--- src/rtl/regfile_pkg.sv ---
// ----------------------------------------------------------------------------
// regfile_pkg
// Shared geometry and types for the decode-stage register file slice.
//   DATA_W   : register width in bits
//   NREG     : number of architectural registers, AW = $clog2(NREG)
//   NRD      : number of combinational read ports
//   LINK_REG : destination used by JAL writes (alu_wr_link = 1)
//   MAX_PEND : maximum outstanding loads, PW = $clog2(MAX_PEND+1)
//   wb_src_e : which source owns the single array write port this cycle
//   link_dest: resolves the ALU/JAL destination register
// Optional feature macro used by the design: REGFILE_BYPASS_EN
// ----------------------------------------------------------------------------
package regfile_pkg;

   localparam int DATA_W   = 32;
   localparam int NREG     = 32;
   localparam int AW       = $clog2(NREG);
   localparam int NRD      = 2;
   localparam int LINK_REG = 31;
   localparam int MAX_PEND = 4;
   localparam int PW       = $clog2(MAX_PEND + 1);

   typedef enum logic [1:0] {
      WB_NONE = 2'd0,
      WB_ALU  = 2'd1,
      WB_LD   = 2'd2
   } wb_src_e;

   // JAL writes always target the link register; the requested address is ignored.
   function automatic logic [AW-1:0] link_dest(input logic link, input logic [AW-1:0] addr);
      return link ? AW'(LINK_REG) : addr;
   endfunction

endpackage

--- src/rtl/regfile_bank_if.sv ---
// ----------------------------------------------------------------------------
// regfile_bank_if
// Bundles the register-file read ports, the ALU/JAL write port, the load
// issue/response ports and the scoreboard status outputs.
//   master : decode / execute side (drives addresses, requests, load data)
//   slave  : regfile_bank (returns read data, ready flags, status)
// Signals:
//   rd_addr  / rd_data / rd_busy            : NRD packed read ports
//   alu_wr_valid/ready/addr/link/data       : ALU and JAL write-back
//   ld_iss_valid/ready/addr                 : load destination reservation
//   ld_rsp_valid/addr/data                  : load data return, never stalled
//   pend_cnt / err                          : outstanding loads, sticky error
// ----------------------------------------------------------------------------
interface regfile_bank_if;
   import regfile_pkg::*;

   logic [NRD*AW-1:0]     rd_addr;
   logic [NRD*DATA_W-1:0] rd_data;
   logic [NRD-1:0]        rd_busy;

   logic                  alu_wr_valid;
   logic                  alu_wr_ready;
   logic [AW-1:0]         alu_wr_addr;
   logic                  alu_wr_link;
   logic [DATA_W-1:0]     alu_wr_data;

   logic                  ld_iss_valid;
   logic                  ld_iss_ready;
   logic [AW-1:0]         ld_iss_addr;

   logic                  ld_rsp_valid;
   logic [AW-1:0]         ld_rsp_addr;
   logic [DATA_W-1:0]     ld_rsp_data;

   logic [PW-1:0]         pend_cnt;
   logic                  err;

   modport master (
      output rd_addr,
      input  rd_data, rd_busy,
      output alu_wr_valid, alu_wr_addr, alu_wr_link, alu_wr_data,
      input  alu_wr_ready,
      output ld_iss_valid, ld_iss_addr,
      input  ld_iss_ready,
      output ld_rsp_valid, ld_rsp_addr, ld_rsp_data,
      input  pend_cnt, err
   );

   modport slave (
      input  rd_addr,
      output rd_data, rd_busy,
      input  alu_wr_valid, alu_wr_addr, alu_wr_link, alu_wr_data,
      output alu_wr_ready,
      input  ld_iss_valid, ld_iss_addr,
      output ld_iss_ready,
      input  ld_rsp_valid, ld_rsp_addr, ld_rsp_data,
      output pend_cnt, err
   );

endinterface

--- src/rtl/regfile_scoreboard.sv ---
// ----------------------------------------------------------------------------
// regfile_scoreboard
// Tracks which registers have a load outstanding so decode can stall on
// RAW/WAW hazards, counts outstanding loads and flags stray responses.
// Ports:
//   clock, reset  : clock, synchronous active-low reset
//   iss_valid_i   : load issue request
//   iss_addr_i    : load destination register
//   iss_ready_o   : reservation accepted this cycle
//   rsp_valid_i   : load response present
//   rsp_addr_i    : load response destination
//   rsp_hit_o     : response matches a pending register (it will be written)
//   pend_o        : per-register pending bits (registered)
//   pend_cnt_o    : number of outstanding loads
//   err_o         : sticky, response arrived for a non-pending register
// ----------------------------------------------------------------------------
module regfile_scoreboard
   import regfile_pkg::*;
(
   input  logic            clock,
   input  logic            reset,
   input  logic            iss_valid_i,
   input  logic [AW-1:0]   iss_addr_i,
   output logic            iss_ready_o,
   input  logic            rsp_valid_i,
   input  logic [AW-1:0]   rsp_addr_i,
   output logic            rsp_hit_o,
   output logic [NREG-1:0] pend_o,
   output logic [PW-1:0]   pend_cnt_o,
   output logic            err_o
);

   logic [NREG-1:0] pend_q, pend_d;
   logic [PW-1:0]   cnt_q, cnt_d;
   logic            err_q, err_d;

   logic            rsp_hit;
   logic            rsp_bad;
   logic            iss_blocked;
   logic            iss_ready;
   logic            iss_set;
   logic [PW-1:0]   cnt_after_rsp;

   // Next-state for the scoreboard. A response retiring a load frees its slot
   // and its pending bit within the same cycle, so an issue can reuse both
   // immediately. Register 0 never becomes pending: an issue to it is accepted
   // but leaves the bit and the count alone, and a response to it is simply
   // dropped without raising the error flag.
   always_comb begin
      rsp_hit       = rsp_valid_i && pend_q[rsp_addr_i];
      rsp_bad       = rsp_valid_i && !pend_q[rsp_addr_i] && (rsp_addr_i != '0);
      cnt_after_rsp = cnt_q - PW'(rsp_hit);
      iss_blocked   = pend_q[iss_addr_i] && !(rsp_hit && (rsp_addr_i == iss_addr_i));
      iss_ready     = (cnt_after_rsp < PW'(MAX_PEND)) && !iss_blocked;
      iss_set       = iss_valid_i && iss_ready && (iss_addr_i != '0);

      pend_d = pend_q;
      if (rsp_hit) begin
         pend_d[rsp_addr_i] = 1'b0;
      end
      // Applied after the clear so a same-register issue keeps the bit set.
      if (iss_set) begin
         pend_d[iss_addr_i] = 1'b1;
      end

      cnt_d = cnt_q + PW'(iss_set) - PW'(rsp_hit);
      err_d = err_q | rsp_bad;
   end

   // Scoreboard state register; reset abandons every outstanding load.
   always_ff @(posedge clock) begin
      if (!reset) begin
         pend_q <= '0;
         cnt_q  <= '0;
         err_q  <= 1'b0;
      end else begin
         pend_q <= pend_d;
         cnt_q  <= cnt_d;
         err_q  <= err_d;
      end
   end

   assign iss_ready_o = iss_ready;
   assign rsp_hit_o   = rsp_hit;
   assign pend_o      = pend_q;
   assign pend_cnt_o  = cnt_q;
   assign err_o       = err_q;

endmodule

--- src/rtl/regfile_bank.sv ---
// ----------------------------------------------------------------------------
// regfile_bank
// Decode-stage register file: NRD combinational read ports and one write
// port shared by ALU/JAL write-back and load responses (loads win). A load
// scoreboard marks registers with outstanding loads so decode can stall.
// Ports:
//   clock : system clock, all state on posedge
//   reset : synchronous active-low reset
//   bus   : regfile_bank_if.slave
//             rd_addr/rd_data/rd_busy        read ports
//             alu_wr_valid/ready/addr/link/data  ALU and JAL write
//             ld_iss_valid/ready/addr        load reservation
//             ld_rsp_valid/addr/data         load return
//             pend_cnt/err                   scoreboard status
// Configuration macro: REGFILE_BYPASS_EN
//   defined   : reads of the register committed this cycle return the write
//               data, and rd_busy drops in the response cycle
//   undefined : reads return array contents only; rd_busy is the registered
//               pending bit
// ----------------------------------------------------------------------------
module regfile_bank
   import regfile_pkg::*;
(
   input logic           clock,
   input logic           reset,
   regfile_bank_if.slave bus
);

   logic [DATA_W-1:0]     regs_q [NREG];

   logic [NREG-1:0]       pend;
   logic [PW-1:0]         pend_cnt;
   logic                  err;
   logic                  rsp_hit;
   logic                  iss_ready;

   logic [AW-1:0]         alu_dest;
   logic                  alu_ready;
   logic                  alu_fire;

   wb_src_e               wb_src_d;
   logic [AW-1:0]         wb_addr_d;
   logic [DATA_W-1:0]     wb_data_d;

   logic [NRD*DATA_W-1:0] rd_data_c;
   logic [NRD-1:0]        rd_busy_c;

   regfile_scoreboard u_scoreboard (
      .clock       (clock),
      .reset       (reset),
      .iss_valid_i (bus.ld_iss_valid),
      .iss_addr_i  (bus.ld_iss_addr),
      .iss_ready_o (iss_ready),
      .rsp_valid_i (bus.ld_rsp_valid),
      .rsp_addr_i  (bus.ld_rsp_addr),
      .rsp_hit_o   (rsp_hit),
      .pend_o      (pend),
      .pend_cnt_o  (pend_cnt),
      .err_o       (err)
   );

   // ALU/JAL write handshake. Any load response on the bus takes the write
   // port, and a destination with a load in flight must wait so the older
   // load cannot overwrite the younger ALU result. The requester holds valid
   // until ready, so the write is never lost.
   always_comb begin
      alu_dest  = link_dest(bus.alu_wr_link, bus.alu_wr_addr);
      alu_ready = !bus.ld_rsp_valid && !pend[alu_dest];
      alu_fire  = bus.alu_wr_valid && alu_ready;
   end

   // Write arbiter: pick the single source that owns the array this cycle.
   // Stray load responses (not pending) are dropped by the scoreboard and do
   // not write.
   always_comb begin
      wb_src_d  = WB_NONE;
      wb_addr_d = '0;
      wb_data_d = '0;
      if (rsp_hit) begin
         wb_src_d  = WB_LD;
         wb_addr_d = bus.ld_rsp_addr;
         wb_data_d = bus.ld_rsp_data;
      end else if (alu_fire) begin
         wb_src_d  = WB_ALU;
         wb_addr_d = alu_dest;
         wb_data_d = bus.alu_wr_data;
      end
   end

   // Register array. Register 0 is cleared by reset and never written, which
   // is what makes it read as zero without a separate read-side mux.
   always_ff @(posedge clock) begin
      if (!reset) begin
         for (int r = 0; r < NREG; r++) begin
            regs_q[r] <= '0;
         end
      end else if ((wb_src_d != WB_NONE) && (wb_addr_d != '0)) begin
         regs_q[wb_addr_d] <= wb_data_d;
      end
   end

   // Read ports, optionally forwarding the write being committed this cycle.
   always_comb begin
      rd_data_c = '0;
      rd_busy_c = '0;
      for (int i = 0; i < NRD; i++) begin
         rd_data_c[i*DATA_W +: DATA_W] = regs_q[bus.rd_addr[i*AW +: AW]];
         rd_busy_c[i]                  = pend[bus.rd_addr[i*AW +: AW]];
`ifdef REGFILE_BYPASS_EN
         if ((wb_src_d != WB_NONE) && (wb_addr_d != '0) &&
             (wb_addr_d == bus.rd_addr[i*AW +: AW])) begin
            rd_data_c[i*DATA_W +: DATA_W] = wb_data_d;
         end
         if (rsp_hit && (bus.ld_rsp_addr == bus.rd_addr[i*AW +: AW])) begin
            rd_busy_c[i] = 1'b0;
         end
`else
`endif
      end
   end

   assign bus.rd_data      = rd_data_c;
   assign bus.rd_busy      = rd_busy_c;
   assign bus.alu_wr_ready = alu_ready;
   assign bus.ld_iss_ready = iss_ready;
   assign bus.pend_cnt     = pend_cnt;
   assign bus.err          = err;

endmodule
--- src/flat_wrapper.sv ---
// flat-port wrapper written by rule: the top's interface ports become plain ports
module regfile_bank_flat import regfile_pkg::*;
  (clock, reset, bus_rd_addr, bus_rd_data, bus_rd_busy, bus_alu_wr_valid, bus_alu_wr_addr, bus_alu_wr_link, bus_alu_wr_data, bus_alu_wr_ready, bus_ld_iss_valid, bus_ld_iss_addr, bus_ld_iss_ready, bus_ld_rsp_valid, bus_ld_rsp_addr, bus_ld_rsp_data, bus_pend_cnt, bus_err);
  regfile_bank_if bus_i ();
  input logic clock;
  input logic reset;
  input wire logic [$bits(bus_i.rd_addr)-1:0] bus_rd_addr;
  output wire logic [$bits(bus_i.rd_data)-1:0] bus_rd_data;
  output wire logic [$bits(bus_i.rd_busy)-1:0] bus_rd_busy;
  input wire logic [$bits(bus_i.alu_wr_valid)-1:0] bus_alu_wr_valid;
  input wire logic [$bits(bus_i.alu_wr_addr)-1:0] bus_alu_wr_addr;
  input wire logic [$bits(bus_i.alu_wr_link)-1:0] bus_alu_wr_link;
  input wire logic [$bits(bus_i.alu_wr_data)-1:0] bus_alu_wr_data;
  output wire logic [$bits(bus_i.alu_wr_ready)-1:0] bus_alu_wr_ready;
  input wire logic [$bits(bus_i.ld_iss_valid)-1:0] bus_ld_iss_valid;
  input wire logic [$bits(bus_i.ld_iss_addr)-1:0] bus_ld_iss_addr;
  output wire logic [$bits(bus_i.ld_iss_ready)-1:0] bus_ld_iss_ready;
  input wire logic [$bits(bus_i.ld_rsp_valid)-1:0] bus_ld_rsp_valid;
  input wire logic [$bits(bus_i.ld_rsp_addr)-1:0] bus_ld_rsp_addr;
  input wire logic [$bits(bus_i.ld_rsp_data)-1:0] bus_ld_rsp_data;
  output wire logic [$bits(bus_i.pend_cnt)-1:0] bus_pend_cnt;
  output wire logic [$bits(bus_i.err)-1:0] bus_err;
  assign bus_i.rd_addr = bus_rd_addr;
  assign bus_rd_data = bus_i.rd_data;
  assign bus_rd_busy = bus_i.rd_busy;
  assign bus_i.alu_wr_valid = bus_alu_wr_valid;
  assign bus_i.alu_wr_addr = bus_alu_wr_addr;
  assign bus_i.alu_wr_link = bus_alu_wr_link;
  assign bus_i.alu_wr_data = bus_alu_wr_data;
  assign bus_alu_wr_ready = bus_i.alu_wr_ready;
  assign bus_i.ld_iss_valid = bus_ld_iss_valid;
  assign bus_i.ld_iss_addr = bus_ld_iss_addr;
  assign bus_ld_iss_ready = bus_i.ld_iss_ready;
  assign bus_i.ld_rsp_valid = bus_ld_rsp_valid;
  assign bus_i.ld_rsp_addr = bus_ld_rsp_addr;
  assign bus_i.ld_rsp_data = bus_ld_rsp_data;
  assign bus_pend_cnt = bus_i.pend_cnt;
  assign bus_err = bus_i.err;
  regfile_bank u_core (.clock(clock), .reset(reset), .bus(bus_i));
endmodule
--- config.mk ---
export PLATFORM = sky130hd
export DESIGN_NAME = regfile_bank_flat
export DESIGN_NICKNAME = d
export VERILOG_FILES = /design/src/rtl/regfile_pkg.sv /design/src/rtl/regfile_bank_if.sv /design/src/rtl/regfile_scoreboard.sv /design/src/rtl/regfile_bank.sv /design/src/flat_wrapper.sv
export SDC_FILE = /design/constraint.sdc
export NUM_CORES = 2
export LEC_CHECK = 0
export BUFFER_PORTS_ARGS = -buffer_cell sky130_fd_sc_hd__buf_2
export CAP_MARGIN = 20
export CORE_MARGIN = 10
export CORE_UTILIZATION = 63
export CTS_CLUSTER_DIAMETER = 60
export DETAILED_ROUTE_END_ITERATION = 10
export PLACE_DENSITY = 0.78
export SLEW_MARGIN = 10
export SYNTH_ARGS = -nofsm -noshare
export SYNTH_HDL_FRONTEND = slang
export SYNTH_SLANG_ARGS = --single-unit
--- constraint.sdc ---
create_clock -name clock -period 6.65 [get_ports clock]
set_clock_uncertainty 0.05 [all_clocks]
set_input_delay 0.665 -clock clock [delete_from_list [all_inputs] [get_ports clock]]
set_output_delay 0.665 -clock clock [all_outputs]
set_load 0.1 [all_outputs]
==> results.cfg <==
[timing]
finalSetupViolations = 0
final.min_clock_period_ps = 4910
fmaxAchievable_mhz = 204
min_period_over_period = 0.738
hold_viol = 0
setup_tns_ps = 0
worstMarginPinSlew_ps = 1180
rsz0062_at_grt = no
maxSlewViolCount = 0
relSlewSlack = 0.212

[final_layout]
finalNonFillerCells = 4881
fin_nets = 3724
final_cell_area_um2 = 61700
areaGrowthSynthToFinish_pct = 10.6
drive_gt1_frac = 0.351
post-route-util = 0.700

[detailed_routing]
firstDrtPassIters = 8
via_per_inst = 7.91
routed_wl_um = 185000
drt_iter0_drc = 7335
via_count = 38597
wl_per_cell_um = 37.9
ant_nets = 0
detail_route.drc_violations = 0

[power_and_ir_drop]
peakVddDrop_v = 0.000245
fin_total_pwr_mw = 16.2
power_density_nw_per_um2 = 263
p_leak_nw = 20.5

[worst_setup_path]
required_ps = 5930
path_class = primary input to primary output
crit_path_end_kind = primary output
start_kind = primary input
cp.arrival_ps = 4190
path_max_fanout = 33

[synthesis]
syn_inst = 3604
syn_area_um2 = 55800
synth_cell_types = 62
avgSynthCellArea_um2 = 15.5
synth_top_flop_cell = edfxtp_1
synth-edff-count = 1024
synth_seq_area_share = 0.564
yosys_warnings = 0
synthArstFlopShare = 0
yosys_register_bits = 1060

[cts]
clockBufferDepth = 3
cts.clk_slew.worst_paths_ps = 60
postCtsHoldBufs = 0
cts_num_sinks = 1060
clk_latency_ps = 710
h-tree-depth = 3
numCtsBuffers = 108
cts_tree = done
cts_setup_buffers = 0
clock-root-buffer = clkbuf_16
cts_resized = 0

[floorplan]
num_rows = 109
ios = 167
dieWidth_um = 318
start_util = 0.633
dieArea_um2 = 101000
core_area_um2 = 88100
fp.dieH_um = 318

[global_routing]
antenna_found_initial = 8
grt_usage = 0.363
grt_pass1_vias = 39082
grt_max_degree = 82
grt-ovfl-total = 0
grt_pass1_wl_um = 268000

[placed_design]
dpl.hpwl_um = 111000
gp_congestion = 0.941
dp_cells = 4678
placed_area_um2 = 58200
portBuffers = 166

[run_status]
run_status = finished clean

[worst_hold_path]
holdCritPathClass = primary input to register

[flow_run]
maxCapViolations = 0
-- state kept, by name, summed over array words and instances (netlist names) --
| signal | flops |
|---|---|
| u_core.u_scoreboard.pend_o | 32 |
| u_core.u_scoreboard.pend_cnt_o | 3 |
| u_core.u_scoreboard.err_o | 1 |
| u_core.regs_q | 1024 |
-- Yosys cell counts, types with 4 or more instances --
master,number,area [um^2]
nand3_1,16,80.1
a22oi_1,36,270
edfxtp_1,1024,30700
nor2b_1,7,43.8
nand3b_1,6,45.0
a21oi_1,7,35.0
o21ai_0,19,95.1
o211ai_1,28,210
o31ai_1,31,233
inv_1,12,45.0
mux2i_1,11,110
nor3_1,261,1310
o22ai_1,6,37.5
nand2_1,40,150
and2_1,6,37.5
nor2_1,758,2850
o311ai_0,8,70.1
xnor2_1,4,35.0
mux4_2,672,15100
mux2_2,79,890
nand2b_1,38,238
nand4_1,13,81.3
or3_1,6,37.5
buf_2,119,596
clkbuf_1,250,938
dfxtp_1,36,721
buf_1,53,199
-- metal layers --
| layer | GRT usage | up-vias | part of all wire |
|---|---|---|---|
| met1 | 0.453 | 19240 | 0.30 |
| met3 | 0.134 | 891 | 0.17 |
| met5 | 0 | - | 0.00022 |
| met2 | 0.550 | 4096 | 0.46 |
| li1 | - | 14364 | - |
| met4 | 0.198 | 6 | 0.065 |
-- area by class of cell --
class                   count  area [um^2]
inverters                  13         48.8
well taps                1165         1460
multi-input cells        2139        23100
flip-flops and latches   1060        31500
repair buffers            304         2200
clock buffers             133         2800
fillers                  5491        26400
clock inverters            65          636
diodes                      2         5.00
-- logic make-up after synthesis --
group,after synthesis,share of synthesized area
and+or+nand+nor,1165,0.0894
DFF,1060,0.564
muxes,762,0.289
buffers and inverters,436,0.0321
AOI/OAI and AO/OA,170,0.0229
xor gates and xnor gates,7,0.00110
adders and majority gates,3,0.000808
other,1,0.0000672
-- worst max-delay path, cell delays in order --
cell and delay (ps):
buf_2 450, mux4_2 580, a21oi_1 230, o211ai_2 250, o21ai_2 400, inv_2 220
nand4_1 120, a211o_1 860, inv_1 80, buf_2 330
-- cell usage in the layout, fill, tap and decap left out, drive strengths merged, types with 13 or more instances in the layout --
cell type  instances
a22oi             36
buf              304
clkbuf           133
clkinv            47
conb              32
dfxtp             36
edfxtp          1024
inv               17
mux2              79
mux4             672
nand2             40
nand2b            38
nand3             19
nand4             13
nor2             758
nor3             261
o211ai            29
o21ai             24
o31ai             32
-- per-stage QoR --
stage | setup slack [ps] | hold WS (ps)
2_1_floorplan | 797 | 432
3_3_place_gp | 1340 | 417
4_1_cts | 1840 | 227
6_report | 1740 | 249
5_1_grt | 1600 | 255
3_5_place_dp | 1330 | 419
-- worst paths after layout --
check / to / start / slack, ps / cells past startpoint
min: u_core.u_scoreboard.pend_o[0]$_SDFF_PN0_ / reset / 250 / 2
min reg2reg: u_core.u_scoreboard.err_o$_SDFF_PN0_ / u_core.u_scoreboard.err_o$_SDFF_PN0_ / 420 / 1
max reg2reg: u_core.regs_q[19][15]$_SDFFCE_PN0P_ / u_core.u_scoreboard.pend_o[5]$_SDFF_PN0_ / 1830 / 8
max: bus_ld_iss_ready / bus_ld_rsp_addr[1] / 1740 / 10
-- report_power, final --
| group | switching [mW] | internal [mW] |
|---|---|---|
| combinational | 1.69 | 0.793 |
| sequential | 0.140 | 7.53 |
| clock | 2.69 | 3.38 |
| total | 4.52 | 11.7 |
No activity file was read; power rests on OpenSTA's default activity.
